<file path="config.mk">
export PLATFORM = sky130hd
export DESIGN_NAME = mult_arb_ctrl
export DESIGN_NICKNAME = d
export VERILOG_FILES = /design/src/rtl/mult_arb_ctrl.sv
export SDC_FILE = /design/constraint.sdc
export NUM_CORES = 1
export LEC_CHECK = 0
export ABC_AREA = 1
export BUFFER_PORTS_ARGS = -buffer_cell sky130_fd_sc_hd__buf_2
export CORE_AREA = 8 8 142 144
export CTS_CLUSTER_SIZE = 24
export DETAILED_ROUTE_END_ITERATION = 8
export DIE_AREA = 0 0 150 152
export GPL_TIMING_DRIVEN = 0
export PLACE_DENSITY = 0.82
export SKIP_LAST_GASP = 1
export SLEW_MARGIN = 20
export SYNTH_ARGS = -nofsm -noshare
export SYNTH_HDL_FRONTEND = slang
export SYNTH_SLANG_ARGS = --single-unit
</file>
<file path="constraint.sdc">
create_clock -name sys_clk -period 9.3 [get_ports sys_clk]
set_input_delay 1.86 -clock sys_clk [delete_from_list [all_inputs] [get_ports sys_clk]]
set_output_delay 1.86 -clock sys_clk [all_outputs]
set_load 0.005 [all_outputs]
</file>
<file path="src/rtl/mult_arb_ctrl.sv">
// mult_arb_ctrl: two requesters share one signed 16x16 multiplier behind a
// two-stage valid/ready pipeline (S1 operands, S2 product). Arbitration is
// round-robin (RR=1) or fixed priority to requester 0 (RR=0).

// Combinational signed multiplier core: radix-4 Booth recoding of op_b
// generates DATA_W/2 partial products, which a carry-save 3:2 tree folds
// into a sum/carry pair before one final carry-propagate add.
module mult_arb_booth_core #(
  parameter int DATA_W = 16
) (
  input  logic signed [DATA_W-1:0]   op_a,
  input  logic signed [DATA_W-1:0]   op_b,
  output logic signed [2*DATA_W-1:0] prod
);

  localparam int PW  = 2 * DATA_W;
  localparam int NPP = DATA_W / 2;

  // One Booth partial product: the 3-bit window selects 0, +-a or +-2a,
  // sign-extended to the full product width, then weighted by 4^digit.
  function automatic logic [PW-1:0] booth_pp(
    input logic signed [DATA_W-1:0] a,
    input logic [2:0]               sel,
    input int unsigned              shift
  );
    logic [PW-1:0] a_ext;
    logic [PW-1:0] pp;
    a_ext = {{DATA_W{a[DATA_W-1]}}, a};
    case (sel)
      3'b001, 3'b010: pp = a_ext;
      3'b011:         pp = a_ext << 1;
      3'b100:         pp = ~(a_ext << 1) + PW'(1);
      3'b101, 3'b110: pp = ~a_ext + PW'(1);
      default:        pp = '0;
    endcase
    return pp << shift;
  endfunction

  logic [PW-1:0] sum_v;
  logic [PW-1:0] car_v;
  logic [PW-1:0] pp_v;
  logic [PW-1:0] csa_s;
  logic [PW-1:0] csa_c;

  // Partial-product generation and carry-save reduction. All arithmetic is
  // modulo 2^PW, which is exact because a signed DATA_W x DATA_W product
  // always fits in PW bits (including -2^(DATA_W-1) squared).
  always_comb begin
    sum_v = booth_pp(op_a, {op_b[1:0], 1'b0}, 0);
    car_v = booth_pp(op_a, op_b[3:1], 2);
    pp_v  = '0;
    csa_s = '0;
    csa_c = '0;
    for (int i = 2; i < NPP; i++) begin
      pp_v  = booth_pp(op_a, op_b[2*i+1 -: 3], 2 * i);
      csa_s = sum_v ^ car_v ^ pp_v;
      csa_c = ((sum_v & car_v) | (sum_v & pp_v) | (car_v & pp_v)) << 1;
      sum_v = csa_s;
      car_v = csa_c;
    end
    prod = sum_v + car_v;
  end

endmodule

module mult_arb_ctrl #(
  parameter bit RR     = 1'b1,
  parameter int DATA_W = 16
) (
  input  logic                       sys_clk,
  input  logic                       sys_rst_n,
  input  logic                       req0_valid,
  output logic                       req0_ready,
  input  logic signed [DATA_W-1:0]   req0_a,
  input  logic signed [DATA_W-1:0]   req0_b,
  input  logic                       req1_valid,
  output logic                       req1_ready,
  input  logic signed [DATA_W-1:0]   req1_a,
  input  logic signed [DATA_W-1:0]   req1_b,
  output logic                       res_valid,
  input  logic                       res_ready,
  output logic signed [2*DATA_W-1:0] res_data,
  output logic                       res_id
);

  // Arbitration and flow control
  logic adv;
  logic grant0;
  logic grant1;
  logic acc0;
  logic acc1;
  logic last_grant_q;
  logic last_grant_d;

  // Stage S1: registered operands
  logic                     vld_p1_q;
  logic                     vld_p1_d;
  logic                     id_p1_q;
  logic                     id_p1_d;
  logic signed [DATA_W-1:0] a_p1_q;
  logic signed [DATA_W-1:0] a_p1_d;
  logic signed [DATA_W-1:0] b_p1_q;
  logic signed [DATA_W-1:0] b_p1_d;

  // Stage S2: registered product
  logic                       vld_p2_q;
  logic                       vld_p2_d;
  logic                       id_p2_q;
  logic                       id_p2_d;
  logic signed [2*DATA_W-1:0] prod_p2_q;
  logic signed [2*DATA_W-1:0] prod_p2_d;

  logic signed [2*DATA_W-1:0] core_prod;

  // Grant selection and handshake. The whole pipe moves as one unit, so a
  // full S2 that is not being drained freezes both stages and all inputs.
  // Ready is also masked by reset so nothing is acknowledged while held.
  always_comb begin
    adv = !vld_p2_q || res_ready;
    if (RR) begin
      grant0 = req0_valid && (!req1_valid || last_grant_q);
    end else begin
      grant0 = req0_valid;
    end
    grant1 = req1_valid && !grant0;
    acc0   = grant0 && req0_valid && adv && sys_rst_n;
    acc1   = grant1 && req1_valid && adv && sys_rst_n;

    last_grant_d = last_grant_q;
    if (acc0) begin
      last_grant_d = 1'b0;
    end else if (acc1) begin
      last_grant_d = 1'b1;
    end
  end

  // S1 next state: load the accepted pair, or insert a bubble on an advance
  // with no acceptance; hold everything while stalled.
  always_comb begin
    vld_p1_d = vld_p1_q;
    id_p1_d  = id_p1_q;
    a_p1_d   = a_p1_q;
    b_p1_d   = b_p1_q;
    if (adv) begin
      vld_p1_d = acc0 || acc1;
      if (acc0) begin
        id_p1_d = 1'b0;
        a_p1_d  = req0_a;
        b_p1_d  = req0_b;
      end else if (acc1) begin
        id_p1_d = 1'b1;
        a_p1_d  = req1_a;
        b_p1_d  = req1_b;
      end
    end
  end

  // ---- S1 -> S2 boundary: shared multiplier core ----
  mult_arb_booth_core #(
    .DATA_W (DATA_W)
  ) u_core (
    .op_a (a_p1_q),
    .op_b (b_p1_q),
    .prod (core_prod)
  );

  // S2 next state: capture the product only when S1 carries a real pair so
  // a bubble leaves the last product parked on res_data.
  always_comb begin
    vld_p2_d  = vld_p2_q;
    id_p2_d   = id_p2_q;
    prod_p2_d = prod_p2_q;
    if (adv) begin
      vld_p2_d = vld_p1_q;
      if (vld_p1_q) begin
        id_p2_d   = id_p1_q;
        prod_p2_d = core_prod;
      end
    end
  end

  // Control state: valids and round-robin pointer, cleared asynchronously.
  // last_grant resets to 1 so requester 0 wins the first contended cycle.
  always_ff @(posedge sys_clk or negedge sys_rst_n) begin
    if (!sys_rst_n) begin
      vld_p1_q     <= 1'b0;
      vld_p2_q     <= 1'b0;
      last_grant_q <= 1'b1;
    end else begin
      vld_p1_q     <= vld_p1_d;
      vld_p2_q     <= vld_p2_d;
      last_grant_q <= last_grant_d;
    end
  end

  // S1 operand registers carry no reset; they are qualified by vld_p1_q.
  always_ff @(posedge sys_clk) begin
    id_p1_q <= id_p1_d;
    a_p1_q  <= a_p1_d;
    b_p1_q  <= b_p1_d;
  end

  // S2 result registers drive the outputs and read as zero out of reset.
  always_ff @(posedge sys_clk or negedge sys_rst_n) begin
    if (!sys_rst_n) begin
      id_p2_q   <= 1'b0;
      prod_p2_q <= '0;
    end else begin
      id_p2_q   <= id_p2_d;
      prod_p2_q <= prod_p2_d;
    end
  end

  assign req0_ready = acc0;
  assign req1_ready = acc1;
  assign res_valid  = vld_p2_q;
  assign res_data   = prod_p2_q;
  assign res_id     = id_p2_q;

endmodule
</file>
== Yosys cells after proc, flatten, opt, wreduce, memory -nomap -nowiden ==
Index checks and enable logic that the tools add are counted.
Word-level totals
  register bits: 69
  output and inout bits: 36
  bits of input ports: 69
Operators by class
  eq/ne operators: 45
  multiplexer cells: 14
  bitwise gates (word level): 44
  add/sub/neg operators: 3
  reductions and logical operators: 31
Operators by type and width (number)
  AND 31 bit: 18
  bitwise XOR 32 bit: 12
  bitwise OR 31 bit: 12
  one-hot mux 30 bit (4 select lines): 1
  one-hot mux 28 bit (4 select lines): 1
  one-hot mux 26 bit (4 select lines): 1
  one-hot mux 24 bit (4 select lines): 1
  one-hot mux 32 bit (3 select lines): 1
  one-hot mux 22 bit (4 select lines): 1
  one-hot mux 20 bit (4 select lines): 1
  one-hot mux 18 bit (4 select lines): 1
  adder 32 x 1 -> 32 bit (second input constant): 2
  2-to-1 mux 16 bit: 4
  inverter 32 bit: 2
  == test 3 bit (second input constant): 21
  == test 3 x 2 -> 1 bit (second input constant): 14
  adder 32 bit: 1
  OR reduction 2 bit: 14
  == test 3 x 1 -> 1 bit (second input constant): 7
  logical AND 1 bit: 8
  == test 2 bit (second input constant): 2
  AND reduction 2 bit: 2
  zero test 1 bit: 3
  logical OR 1 bit: 3
  3 further kinds: 4

== Depth between registers and ports, before layout ==
  depth after elaboration: 22
  gate-level depth with buffers: 39
  gate-level depth less buffers: 38

== Hierarchy ==
From an unflattened synthesis, not the netlist that was laid out.
Second synthesis, totals
  cell total of the unflattened synthesis: 1388
  area, all modules: 11284.6 µm²
By module, submodules not included
  mult_arb_booth_core: cells each 1085, times used 1, area an instance 8345.5 µm²
  mult_arb_ctrl: cells each 303, times used 1, area an instance 2939.1 µm²

== Worst setup path after synthesis ==
OpenSTA, ideal clock, no wires.
  path kind: register -> register
  start: register a_p1_q[1]
  end: register prod_p2_q[29] (netlist: res_data[29])
  path slack: 2.388 ns
  buffers on the path: 1
  data arrival time: 6.795 ns
  required time: 9.183 ns
  stages on the path, launching flop included: 33
  clock period less this slack: 6.912 ns
  library setup time: 0.117 ns
  cells stage by stage: edfxtp_1 > inv_2 > clkbuf_1 > ha_1 > nand2_2 > inv_2 > nand2_1 > nor2_1 > nand4_1 > nor2_1 > inv_1 > nand2_1 > inv_2 > a221oi_1 > fa_1 > fa_1 > fa_1 > fa_1 > fa_1 > fa_1 > inv_1 > ha_1 > inv_1 > o21bai_1 > a21oi_1 > o21ai_0 > a21oi_1 > o21bai_1 > nand3_1 > nand2_1 > or2_2 > nand3_1 > nand2_1
Between the ends
  cells in the longest elaborated chain, start to end: 22
  elaborated cells on any way between the ends: 55
RTL lines
  start, declared: RTL line 100  | logic signed [DATA_W-1:0] a_p1_q;
  start signal, assigned: RTL line 199  | a_p1_q <= a_p1_d;
  inverter 32 bit, on equally long branches: RTL line 33, 32
  adder 32 x 1 -> 32 bit, on equally long branches: RTL line 33, 32
  one-hot mux 30 bit (4 select lines) (tied with other cells): RTL line 29  | case (sel)
  AND 31 bit: RTL line 57  | csa_c = ((sum_v & car_v) | (sum_v & pp_v) | (car_v & pp_v)) << 1;
  bitwise OR 31 bit (2 in series): RTL line 57
  AND 31 bit: RTL line 57
  bitwise OR 31 bit (2 in series): RTL line 57
  AND 31 bit: RTL line 57
  bitwise OR 31 bit (2 in series): RTL line 57
  AND 31 bit: RTL line 57
  bitwise OR 31 bit (2 in series): RTL line 57
  AND 31 bit: RTL line 57
  bitwise OR 31 bit (2 in series): RTL line 57
  AND 31 bit: RTL line 57
  bitwise OR 31 bit (2 in series): RTL line 57
  adder 32 bit *: RTL line 61  | prod = sum_v + car_v;
  end signal, assigned: RTL line 210  | prod_p2_q <= prod_p2_d;
  end, declared: RTL line 110  | logic signed [2*DATA_W-1:0] prod_p2_q;
Mark *: on every way between the ends. The rest lies on a longest branch, timed or not.
A chain may end at the register's enable or synchronous reset.

== Final worst setup path ==
  start: register a_p1_q[0]
  end: register prod_p2_q[31] (netlist: res_data[31])
The elaborated chain is that of the path after synthesis.

==> flow_metrics.env <==
export IMPL_drt_pass1_iterations=8
export IMPL_grtUsageTotal_pct=33.4
export IMPL_wl_microns=38100
export IMPL_grt_pass1_wl_microns=59300
export IMPL_clk_pin_slew_ns=0.06
export IMPL_grt_pass1_vias=10800
export IMPL_required_ns=9.53
export IMPL_die_h_microns=152
export IMPL_worst_path_largest_cell_delay_ns=0.55
export IMPL_clock_path_buffers=2
export IMPL_hold_start="id_p1_q"
export IMPL_hold_viol=0
export IMPL_final_nets=1739
export IMPL_dpl_hpwl_microns=31900
export IMPL_vias=10900
export IMPL_ctsHoldBuffers=0
export IMPL_cts_buffers=9
export IMPL_whs_path_depth=2
export IMPL_fmax_mhz=115
export IMPL_whs_endpoint="res_id"
export IMPL_dieArea_sq_um=22800
export IMPL_crit_arrival_ns=8.91
export IMPL_hp_class="reg2reg"
export IMPL_slowest_stage="fa_1"
export IMPL_synth_area_leaders="fa_1 25%, nand2_1 9.9%, edfxtp_1 9.1%, dfrtp_1 8.1%, a221oi_1 6.5%"
export IMPL_root_buffer="clkbuf_16"
export IMPL_grt_max_degree=38
export IMPL_cp_buffers_inverters=7
export IMPL_netlist_area_sq_um=10800
export IMPL_synth_flop_cell="dfrtp_1"
export IMPL_hold_ws_ns=0.460
export IMPL_drc=2
export IMPL_synth_edf_count=33
export IMPL_drive_gt1_share_pct=13.0
export IMPL_setup_violations=0
export IMPL_ys_top_cells_by_count="286 x nand2_1, 188 x inv_1, 133 x fa_1"
export IMPL_syn_inst=1370
export IMPL_numClockSinks=69
export IMPL_rrSetupSlack_ns=0.61
export IMPL_relSlewSlack_pct=38.0
export IMPL_fin_setup_tns_ns=0
export IMPL_yosysMostFrequentCell="nand2_1"
export IMPL_vias_per_cell=6.36
export IMPL_antenna_cells=0
export IMPL_r2r_start="a_p1_q[0]"
export IMPL_area_growth_pct=10.6
export IMPL_wl_per_cell_microns=22.2
export IMPL_fin_crit_sh_pct=93.4
export IMPL_synth_top_area_cell="fa_1"
export IMPL_cts_tree="done"
export IMPL_syn_avg_cell_area_sq_um=7.91
export IMPL_rsz0062_at_grt="false"
export IMPL_r2r_cells=33
export IMPL_ys_seq_area_share_pct=17.5
export IMPL_syn_num_nets=1624
export IMPL_async_flop_share_pct=52.2
export IMPL_worst_path_max_fanout=10
export IMPL_synth_seq_cells=69
export IMPL_worst_path_dominant_cell_family="adder cells"
export IMPL_worst_pin_slew_ns=0.923
export IMPL_synth_distinct_cells=46
export IMPL_drv_slew=0
export IMPL_endpoint_kind="flop"
export IMPL_post_cts_resize_count=0
export IMPL_drtAntennaViolNets=0
export IMPL_grt_overflow=0
export IMPL_start_kind="flop"
export IMPL_min_period_ns=8.69
export IMPL_grt_antenna_before_repair=0
export IMPL_fin_util_pct=67.4
export IMPL_r2r_end="res_data[31]"
export IMPL_fill_cells=1498
export IMPL_clock_skew_ns=0.00879
export IMPL_yosysTopAreaCellShare_pct=24.6
export IMPL_io_buffers=104
export IMPL_outcome="finished, violations left"
export IMPL_critPathKind="reg2reg"
export IMPL_core_rowCount=49
export IMPL_worstSkewPairLatency_ns=0.35
export IMPL_htree_num_levels=3
export IMPL_post_cts_setup_buffer_count=0
export IMPL_die_w_microns=150
export IMPL_setup_ws_ns=0.615
export IMPL_core_area_sq_um=17800
export IMPL_place_ws_ns=0.778
export IMPL_io_pins=105
export IMPL_initial_core_util_pct=61.0
export IMPL_ys_warn_count=0
export IMPL_max_cap_violations=0
export IMPL_gp_congestion=0.993
export IMPL_violations="design-rule violations"
export IMPL_drt_iter0_drc=1464
[registers in the layout, indices dropped and copies added (netlist names)]
signal,cells
a_p1_q,16
b_p1_q,16
id_p1_q,1
last_grant_q,1
res_data,32
res_id,1
res_valid,1
vld_p1_q,1
[worst max path at each step]
stage | start | endpoint | slack (ns) | depth (start not counted)
6_report | a_p1_q[0] | res_data[31] | 0.61 | 33
5_1_grt | a_p1_q[1] | res_data[31] | 0.20 | 33
4_1_cts | a_p1_q[0] | res_data[31] | 0.76 | 33
3_5_place_dp | a_p1_q[0] | res_data[31] | 0.78 | 33
3_3_place_gp | a_p1_q[0] | res_data[31] | 0.89 | 33
2_1_floorplan | a_p1_q[1] | res_data[29] | 2.39 | 32
[worst register-to-register path, delay by kind of cell, from the launching register on]
| family | cells | cell delay [ns] |
|---|---|---|
| xor gates and xnor gates | 1 | 0.21 |
| DFF | 1 | 0.52 |
| adders and majority gates | 8 | 3.87 |
| AOI/OAI and AO/OA | 4 | 1.09 |
| and+or+nand+nor | 13 | 1.74 |
| buffers and inverters | 7 | 1.11 |
[per-stage QoR]
stage	instances	area, sq um
after floorplan	1370	10800
after global placement	1703	11600
after detailed placement	1703	11600
after CTS	1719	12000
after global routing	1719	12000
final	1719	12000
[kinds of logic after synthesis]
| family | after synthesis | synth area share [%] |
|---|---|---|
| AO/OA/AOI/OAI | 338 | 20.6 |
| XOR/XNOR | 18 | 1.59 |
| adder cells (fa/ha/maj) | 185 | 30.6 |
| buffers and inverters | 287 | 10.4 |
| flip-flops | 69 | 17.5 |
| AND/OR/NAND/NOR | 473 | 19.4 |
[final cells by class]
| type | instances | area, sq um | area share, % |
|---|---|---|---|
| plain buffers | 73 | 320 | 2.67 |
| clock buffers | 9 | 225 | 1.88 |
| clock inverters | 7 | 114 | 0.950 |
| inverters | 214 | 806 | 6.72 |
| multi-input cells | 1014 | 7820 | 65.2 |
| flip-flops and latches | 69 | 1890 | 15.8 |
| well taps | 229 | 287 | 2.39 |
| repair buffers | 104 | 520 | 4.34 |
[cells in the final DEF, fill, tap and decap left out, types with 4 or more instances in the layout]
master and count:
or2_2 7, o22ai_1 109, ha_1 52, xor2_1 8, a21oi_1 64, nand3_2 5
clkbuf_16 9, nand4_1 8, nor3_1 7, buf_6 4, a221oi_1 81, o211ai_1 6
edfxtp_1 33, buf_2 114, nor2_1 78, nand2_4 5, inv_2 12, inv_1 187
nor2_4 9, dfrtp_1 35, nand3_1 42, o21ai_0 49, nand2_1 286, clkbuf_1 55
clkinv_1 16, o21bai_1 5, nand2_2 8, o221ai_1 10, nor2_2 9, fa_1 133
xnor2_1 8, or2_1 5
[metal layers]
| metal | GRT usage (%) | vias to the layer above | share of wire (%) | wire, microns |
|---|---|---|---|---|
| met3 | 6.98 | 110 | 11 | 4020 |
| met5 | 0 | - | 0 | 0 |
| met1 | 43.9 | 5184 | 40 | 15100 |
| li1 | - | 4892 | - | - |
| met4 | 13.2 | 0 | 4.1 | 1580 |
| met2 | 52.7 | 744 | 46 | 17500 |
Power is left out: the tool's default activity adds up to more than one toggle a clock period on the data nets, which glitch-free logic cannot reach.
